**config.mk**
```make
export PLATFORM = sky130hd
export DESIGN_NAME = video_timing_gen
export DESIGN_NICKNAME = d
export VERILOG_FILES = /design/src/rtl/video_timing_gen.sv
export SDC_FILE = /design/constraint.sdc
export NUM_CORES = 1
export LEC_CHECK = 0
export BUFFER_PORTS_ARGS = -buffer_cell sky130_fd_sc_hd__buf_2
export CAP_MARGIN = 20
export CORE_ASPECT_RATIO = 2
export CORE_MARGIN = 2
export CORE_UTILIZATION = 45
export CTS_CLUSTER_SIZE = 12
export DETAILED_ROUTE_END_ITERATION = 8
export GPL_TIMING_DRIVEN = 1
export PLACE_DENSITY = 0.78
export SETUP_SLACK_MARGIN = 0.02
export SLEW_MARGIN = 5
export SYNTH_ARGS = -nofsm -noshare
export SYNTH_HDL_FRONTEND = slang
export SYNTH_SLANG_ARGS = --single-unit
```
**constraint.sdc**
```tcl
create_clock -name clk_pixel_in -period 2.8 [get_ports clk_pixel_in]
set_input_delay 0.28 -clock clk_pixel_in [delete_from_list [all_inputs] [get_ports clk_pixel_in]]
set_output_delay 0.28 -clock clk_pixel_in [all_outputs]
set_load 0.05 [all_outputs]
```
**src/rtl/video_timing_gen.sv**
```systemverilog
// Raster timing generator: pixel/line counters with registered sync, active-draw,
// new-frame strobe, a 6-bit frame counter and a frame-stable orientation latch.
module video_timing_gen #(
   parameter int H_ACTIVE = 1024,
   parameter int H_FP     = 24,
   parameter int H_SYNC   = 136,
   parameter int H_BP     = 160,
   parameter int V_ACTIVE = 768,
   parameter int V_FP     = 3,
   parameter int V_SYNC   = 6,
   parameter int V_BP     = 29
) (
   input  logic        clk_pixel_in,
   input  logic        rst_n_in,
   input  logic [1:0]  rotate_in,
   output logic [10:0] hcount_out,
   output logic [9:0]  vcount_out,
   output logic        hs_out,
   output logic        vs_out,
   output logic        ad_out,
   output logic        nf_out,
   output logic [5:0]  fc_out,
   output logic [1:0]  rotate_out
);

   localparam int H_TOTAL = H_ACTIVE + H_FP + H_SYNC + H_BP;
   localparam int V_TOTAL = V_ACTIVE + V_FP + V_SYNC + V_BP;

   // One extra bit so window ends equal to 2048/1024 still compare correctly.
   localparam logic [11:0] H_LAST   = 12'(H_TOTAL - 1);
   localparam logic [11:0] H_ACT_C  = 12'(H_ACTIVE);
   localparam logic [11:0] HS_BEG   = 12'(H_ACTIVE + H_FP);
   localparam logic [11:0] HS_END   = 12'(H_ACTIVE + H_FP + H_SYNC);
   localparam logic [10:0] V_LAST   = 11'(V_TOTAL - 1);
   localparam logic [10:0] V_ACT_C  = 11'(V_ACTIVE);
   localparam logic [10:0] VS_BEG   = 11'(V_ACTIVE + V_FP);
   localparam logic [10:0] VS_END   = 11'(V_ACTIVE + V_FP + V_SYNC);

   logic [10:0] hcnt_q, hcnt_d;
   logic [9:0]  vcnt_q, vcnt_d;
   logic        hs_q, hs_d;
   logic        vs_q, vs_d;
   logic        ad_q, ad_d;
   logic        nf_q, nf_d;
   logic [5:0]  fc_q, fc_d;
   logic [1:0]  rot_q, rot_d;
   logic [11:0] hx;
   logic [10:0] vx;

   always_comb begin
      hcnt_d = hcnt_q + 11'd1;
      vcnt_d = vcnt_q;
      if ({1'b0, hcnt_q} == H_LAST) begin
         hcnt_d = '0;
         if ({1'b0, vcnt_q} == V_LAST) begin
            vcnt_d = '0;
         end else begin
            vcnt_d = vcnt_q + 10'd1;
         end
      end

      // Flags are decoded from the next counts so they register alongside them.
      hx   = {1'b0, hcnt_d};
      vx   = {1'b0, vcnt_d};
      hs_d = !((hx >= HS_BEG) && (hx < HS_END));
      vs_d = !((vx >= VS_BEG) && (vx < VS_END));
      ad_d = (hx < H_ACT_C) && (vx < V_ACT_C);
      nf_d = (hx == H_ACT_C) && (vx == V_ACT_C);

      fc_d  = fc_q;
      rot_d = rot_q;
      if (nf_q) begin
         fc_d  = fc_q + 6'd1;
         rot_d = rotate_in;
      end
   end

   always_ff @(posedge clk_pixel_in or negedge rst_n_in) begin
      if (!rst_n_in) begin
         hcnt_q <= '0;
         vcnt_q <= '0;
         hs_q   <= 1'b1;
         vs_q   <= 1'b1;
         ad_q   <= 1'b1;
         nf_q   <= 1'b0;
         fc_q   <= '0;
         rot_q  <= '0;
      end else begin
         hcnt_q <= hcnt_d;
         vcnt_q <= vcnt_d;
         hs_q   <= hs_d;
         vs_q   <= vs_d;
         ad_q   <= ad_d;
         nf_q   <= nf_d;
         fc_q   <= fc_d;
         rot_q  <= rot_d;
      end
   end

   assign hcount_out = hcnt_q;
   assign vcount_out = vcnt_q;
   assign hs_out     = hs_q;
   assign vs_out     = vs_q;
   assign ad_out     = ad_q;
   assign nf_out     = nf_q;
   assign fc_out     = fc_q;
   assign rotate_out = rot_q;

endmodule

```
# Word level (Yosys, flattened, before mapping)
# Index checks and enable logic that the tools add are counted.
# Widths: inputs -> output; s select.
word_totals:
  input_bits: 4
  regBits: 33
  output_inout_bits: 33
  wordCells: 30
op_classes:
  n_eq_ne: 4
  mux: 3
  add_sub_neg: 3
  n_lt_le_gt_ge: 6
  n_reduce_logical: 6
ops:
  columns: ["cell", "count"]
  rows:
  - ["$eq 11x11->1 const B", 2]
  - ["$lt 11x11->1 const B", 2]
  - ["$eq 10x10->1 const B", 2]
  - ["$lt 10x10->1 const B", 2]
  - ["$mux 10", 2]
  - ["$add 11x1->11 const B", 1]
  - ["$ge 11x11->1 const B", 1]
  - ["$mux 11", 1]
  - ["$add 10x1->10 const B", 1]
  - ["$ge 10x10->1 const B", 1]
  - ["$add 6x1->6 const B", 1]
  - ["$logic_and 1x1->1", 4]
  - ["$logic_not 1->1", 2]

# Logic depth before layout (Yosys ltp)
logic_depth:
  ltp_word: 6
  depth_mapped: 9
  depth_no_buf: 8

# Least setup slack after synthesis
# No wires, ideal clock.
synth_path:
  path_type: "register -> register"
  from: "register hcnt_q[8], in the netlist hcount_out[8]"
  to: "register nf_q, in the netlist nf_out"
  slack_ps: 24
  arrival_ps: 2653
  required_ps: 2677
  path_stages_with_launch: 8
  path_buffers: 1
  period_less_slack_ps: 2776
  setup_ps: 123
  path_cell_list: "dfrtp_1 or4b_4 or4_1 buf_2 or4_4 nand4_2 nor4_2 nor4b_4"
synth_between:
  elab_chain_cells: 4
  elab_cells_between_ends: 7
  classes_between: "add/sub: 1; eq/ne: 3; mux: 2; reduce/logical: 1"
synth_rtl:
  columns: ["item", "line_no", "source"]
  rows:
  - ["from (decl)", "39", "logic [10:0] hcnt_q, hcnt_d;"]
  - ["from (signal assigned)", "89", "hcnt_q <= hcnt_d;"]
  - ["$add 11x1->11 or $eq 11x11->1 (tied branches)", "51, 53", null]
  - ["$mux 11 or $mux 10 (tied branches)", "53", "if ({1'b0, hcnt_q} == H_LAST) begin"]
  - ["$eq 11x11->1 or $eq 10x10->1 (tied branches)", "68", "nf_d = (hx == H_ACT_C) && (vx == V_ACT_C);"]
  - ["$logic_and 1x1->1 *", "68", null]
  - ["net nf_d", "44", "logic nf_q, nf_d;"]
  - ["to (signal assigned)", "94", "nf_q <= nf_d;"]
  - ["to (decl)", "44", null]
# Mark *: on every way through the listed nets, which the timed path passes. The rest lies on a longest branch.
# A chain may end at the register's enable or synchronous reset.

# Worst setup path after layout
layout_path:
  from: "register hcnt_q[9], in the netlist hcount_out[9]"
  to: "register nf_q, in the netlist nf_out"
# The elaborated chain is that of the path after synthesis.

==> reports/results.ini <==
[run_status]
status = finished, final reports clean

[timing]
tns_ns = 0
whs_ns = 0.05426
final_hold_viol_count = 0
setup_viol = 0
drv_slew = 0
worst_pin_slew_ns = 0.7634
max_freq_ghz = 0.3843
slew_headroom_pct = 49.11
period_needed_ns = 2.602
finClkSkew_ns = 0.009838
rsz0062_at_grt = false
period_share_pct = 92.94

[final_layout]
area_growth_pct = 18.87
antenna_cells = 0
final_nets = 243
fill_cells = 419
drive_gt1_share_pct = 28.51
stdcell_count = 287

[critical_path]
worstSetupStartpointType = flip-flop
crit_fanout = 6
endpoint_kind = flip-flop
arrival_ns = 2.81
r2r_end = nf_out
crit_type = flip-flop to flip-flop
slowest_stage = or4_1
ff2ff_path_depth = 6
critPathMaxStageDelay_ns = 0.67
r2r_start = hcount_out[9]
worstPathCellList = or4b_4 -> or4_1 -> nor3_1 -> a2bb2oi_1 -> nor4_2 -> nor4b_4
cp.required_ns = 3.01
rrSetupSlack_ns = 0.20

[clock_network]
cts_buffer_depth = 2
cts_sinks = 33
ctsResizeCount = 0
cts_hold_buf = 0
numCtsBuffers = 5
post_cts_buffers = 0
root_buffer = clkbuf_8
cts_tree = yes
h-tree-depth = 2
path_clk_slew_ns = 0.07
clk_latency_ns = 0.30

[global_routing]
antenna_found_initial = 0
grt_max_degree = 34
grt_pass1_wl_um = 8031
grt_pass1_vias = 1657
grt-ovfl-total = 0
grt_util_all_layers_pct = 22.72

[placement]
placedCellCount = 279
portBuffers = 36
dp_hpwl_um = 3607
globalplace.congestion = 0.9627

[detailed_routing]
routedWlPerCell_um = 17.28
drt-total-wl_um = 4960
first_pass_iters = 4
drtIter0Drc = 65
ant_nets = 0
viasPerCell = 5.833
vias = 1674
route.detailed.drc = 0

[pwr]
p_leak_nw = 1.076
max-vdd-ir-drop_uv = 271.9
power_density_mw_per_mm2 = 388.6

[yosys]
synth_cell_type_count = 52
ys.flop_type = dfrtp_1
avgSynthCellArea_um2 = 9.739
netlist_area_mm2 = 0.001889
yosys_warnings = 0
synth_edf_count = 0
syn_inst = 194
synth_seq_cells = 33
synth-async-reset-ratio_pct = 100.0
ys_seq_area_share_pct = 43.91
synth_fp_nets = 203

[flow_run]
drv_cap = 0

[floorplanning]
die_y_um = 95.64
initial_core_util_pct = 46.69
num_io_pins = 37
row_count = 33
fp.dieW_um = 49.82
dieArea_mm2 = 0.004764
coreArea_mm2 = 0.004046

[worst_hold_path]
hold_path.class = primary input to asynchronous set/reset pin

==> through the flow <==
stage,utilization [%],power [mW],worst slack [ns],cell area (um2)
2_1_floorplan,-,0.4858,0.02410,1889
3_3_place_gp,53.18,0.4969,0.2598,2152
3_5_place_dp,53.18,0.4975,0.2304,2152
4_1_cts,55.50,0.8818,0.2084,2246
5_1_grt,55.50,0.9039,0.06238,2246
6_report,55.50,0.8727,0.1976,2246
==> layout by cell type (no fill, tap or decap), types with 2 or more instances in the layout <==
cell / instances
ha_1: 5
inv_1: 9
nor3_1: 7
nand3_1: 13
dfstp_2: 3
nor2_1: 9
and3_1: 3
dfrtp_1: 30
nor4_1: 5
xor2_1: 5
o211ai_1: 2
o31ai_1: 2
nand4b_1: 2
nand2_1: 20
a21oi_1: 8
or4_1: 3
buf_2: 36
nand4_1: 4
clkbuf_8: 6
a211oi_1: 2
buf_4: 8
o21ai_0: 7
o21a_1: 2
a21o_1: 2
xnor2_1: 9
a31oi_1: 2
mux2_2: 3
==> cell type report <==
cell class                      instances  area, um2  area share [%]
Clock buffer                            7      86.33           3.844
Inverter                                9      33.78           1.504
Sequential cell                        33      829.5           36.94
Tap cell                               52      65.06           2.897
Multi-Input combinational cell        141      983.4           43.79
Clock inverter                          1      7.507          0.3343
Timing Repair Buffer                   44      240.2           10.70
==> worst max-delay path: cells and delay by family, from the launching register on <==
family / cells / cell delay, ns
and+or+nand+nor: 5 / 1.95
DFF: 1 / 0.45
AOI/OAI and AO/OA: 1 / 0.12
==> where the power goes <==
group	internal [mW]	switching, mW
combinational	0.00147	0.00958
sequential	0.477	0
clock	0.200	0.185
total	0.678	0.195
==> per-layer routing <==
metal  global-route usage, %  wire length [um]
met1                   22.48              1729
met3                   3.605               160
met2                   43.11              2876
met4                   13.43               195
met5                       0                 0
==> worst max-delay path by stage <==
stage | startpoint | endpoint | slack (ns) | cells after the start
finish | hcount_out[9] | nf_out | 0.20 | 6
global route | hcount_out[0] | nf_out | 0.06 | 8
CTS | hcount_out[9] | nf_out | 0.21 | 6
detailed placement | hcount_out[9] | nf_out | 0.23 | 6
global placement | hcount_out[9] | nf_out | 0.26 | 6
floorplan | hcount_out[8] | nf_out | 0.02 | 7
==> flip-flops by register name, summed over array words and instances, names as in the netlist <==
name / count
hcount_out: 11
vcount_out: 10
hs_out: 1
vs_out: 1
ad_out: 1
nf_out: 1
fc_out: 6
rotate_out: 2
==> synth_stat cells, types with 2 or more instances <==
| cell type | count | share of area (%) |
|---|---|---|
| dfrtp_1 | 30 | 40 |
| nand2_1 | 20 | 4.0 |
| nand3_1 | 13 | 3.4 |
| clkbuf_1 | 10 | 2.0 |
| inv_1 | 9 | 1.8 |
| nor2_1 | 9 | 1.8 |
| xnor2_1 | 9 | 4.2 |
| a21oi_1 | 8 | 2.1 |
| nor3_1 | 7 | 1.9 |
| o21ai_0 | 7 | 1.9 |
| ha_1 | 5 | 3.3 |
| nor4_1 | 5 | 1.7 |
| xor2_1 | 5 | 2.3 |
| nand4_1 | 4 | 1.3 |
| and3_1 | 3 | 0.99 |
| dfstp_2 | 3 | 4.2 |
| mux2_2 | 3 | 1.8 |
| or4_1 | 3 | 1.2 |
| a211oi_1 | 2 | 0.79 |
| a21o_1 | 2 | 0.79 |
| a31oi_1 | 2 | 0.66 |
| nand4b_1 | 2 | 0.93 |
| o211ai_1 | 2 | 0.79 |
| o21a_1 | 2 | 0.79 |
| o31ai_1 | 2 | 0.79 |
==> cell families after synthesis <==
kind of cell,synth area share [%]
AOI/OAI and AO/OA,14.24
xor gates and xnor gates,6.490
adders and majority gates,3.311
buffers and inverters,4.040
DFF,43.91
muxes,2.318
and+or+nand+nor,25.70
(Power assumes the default switching activity.)
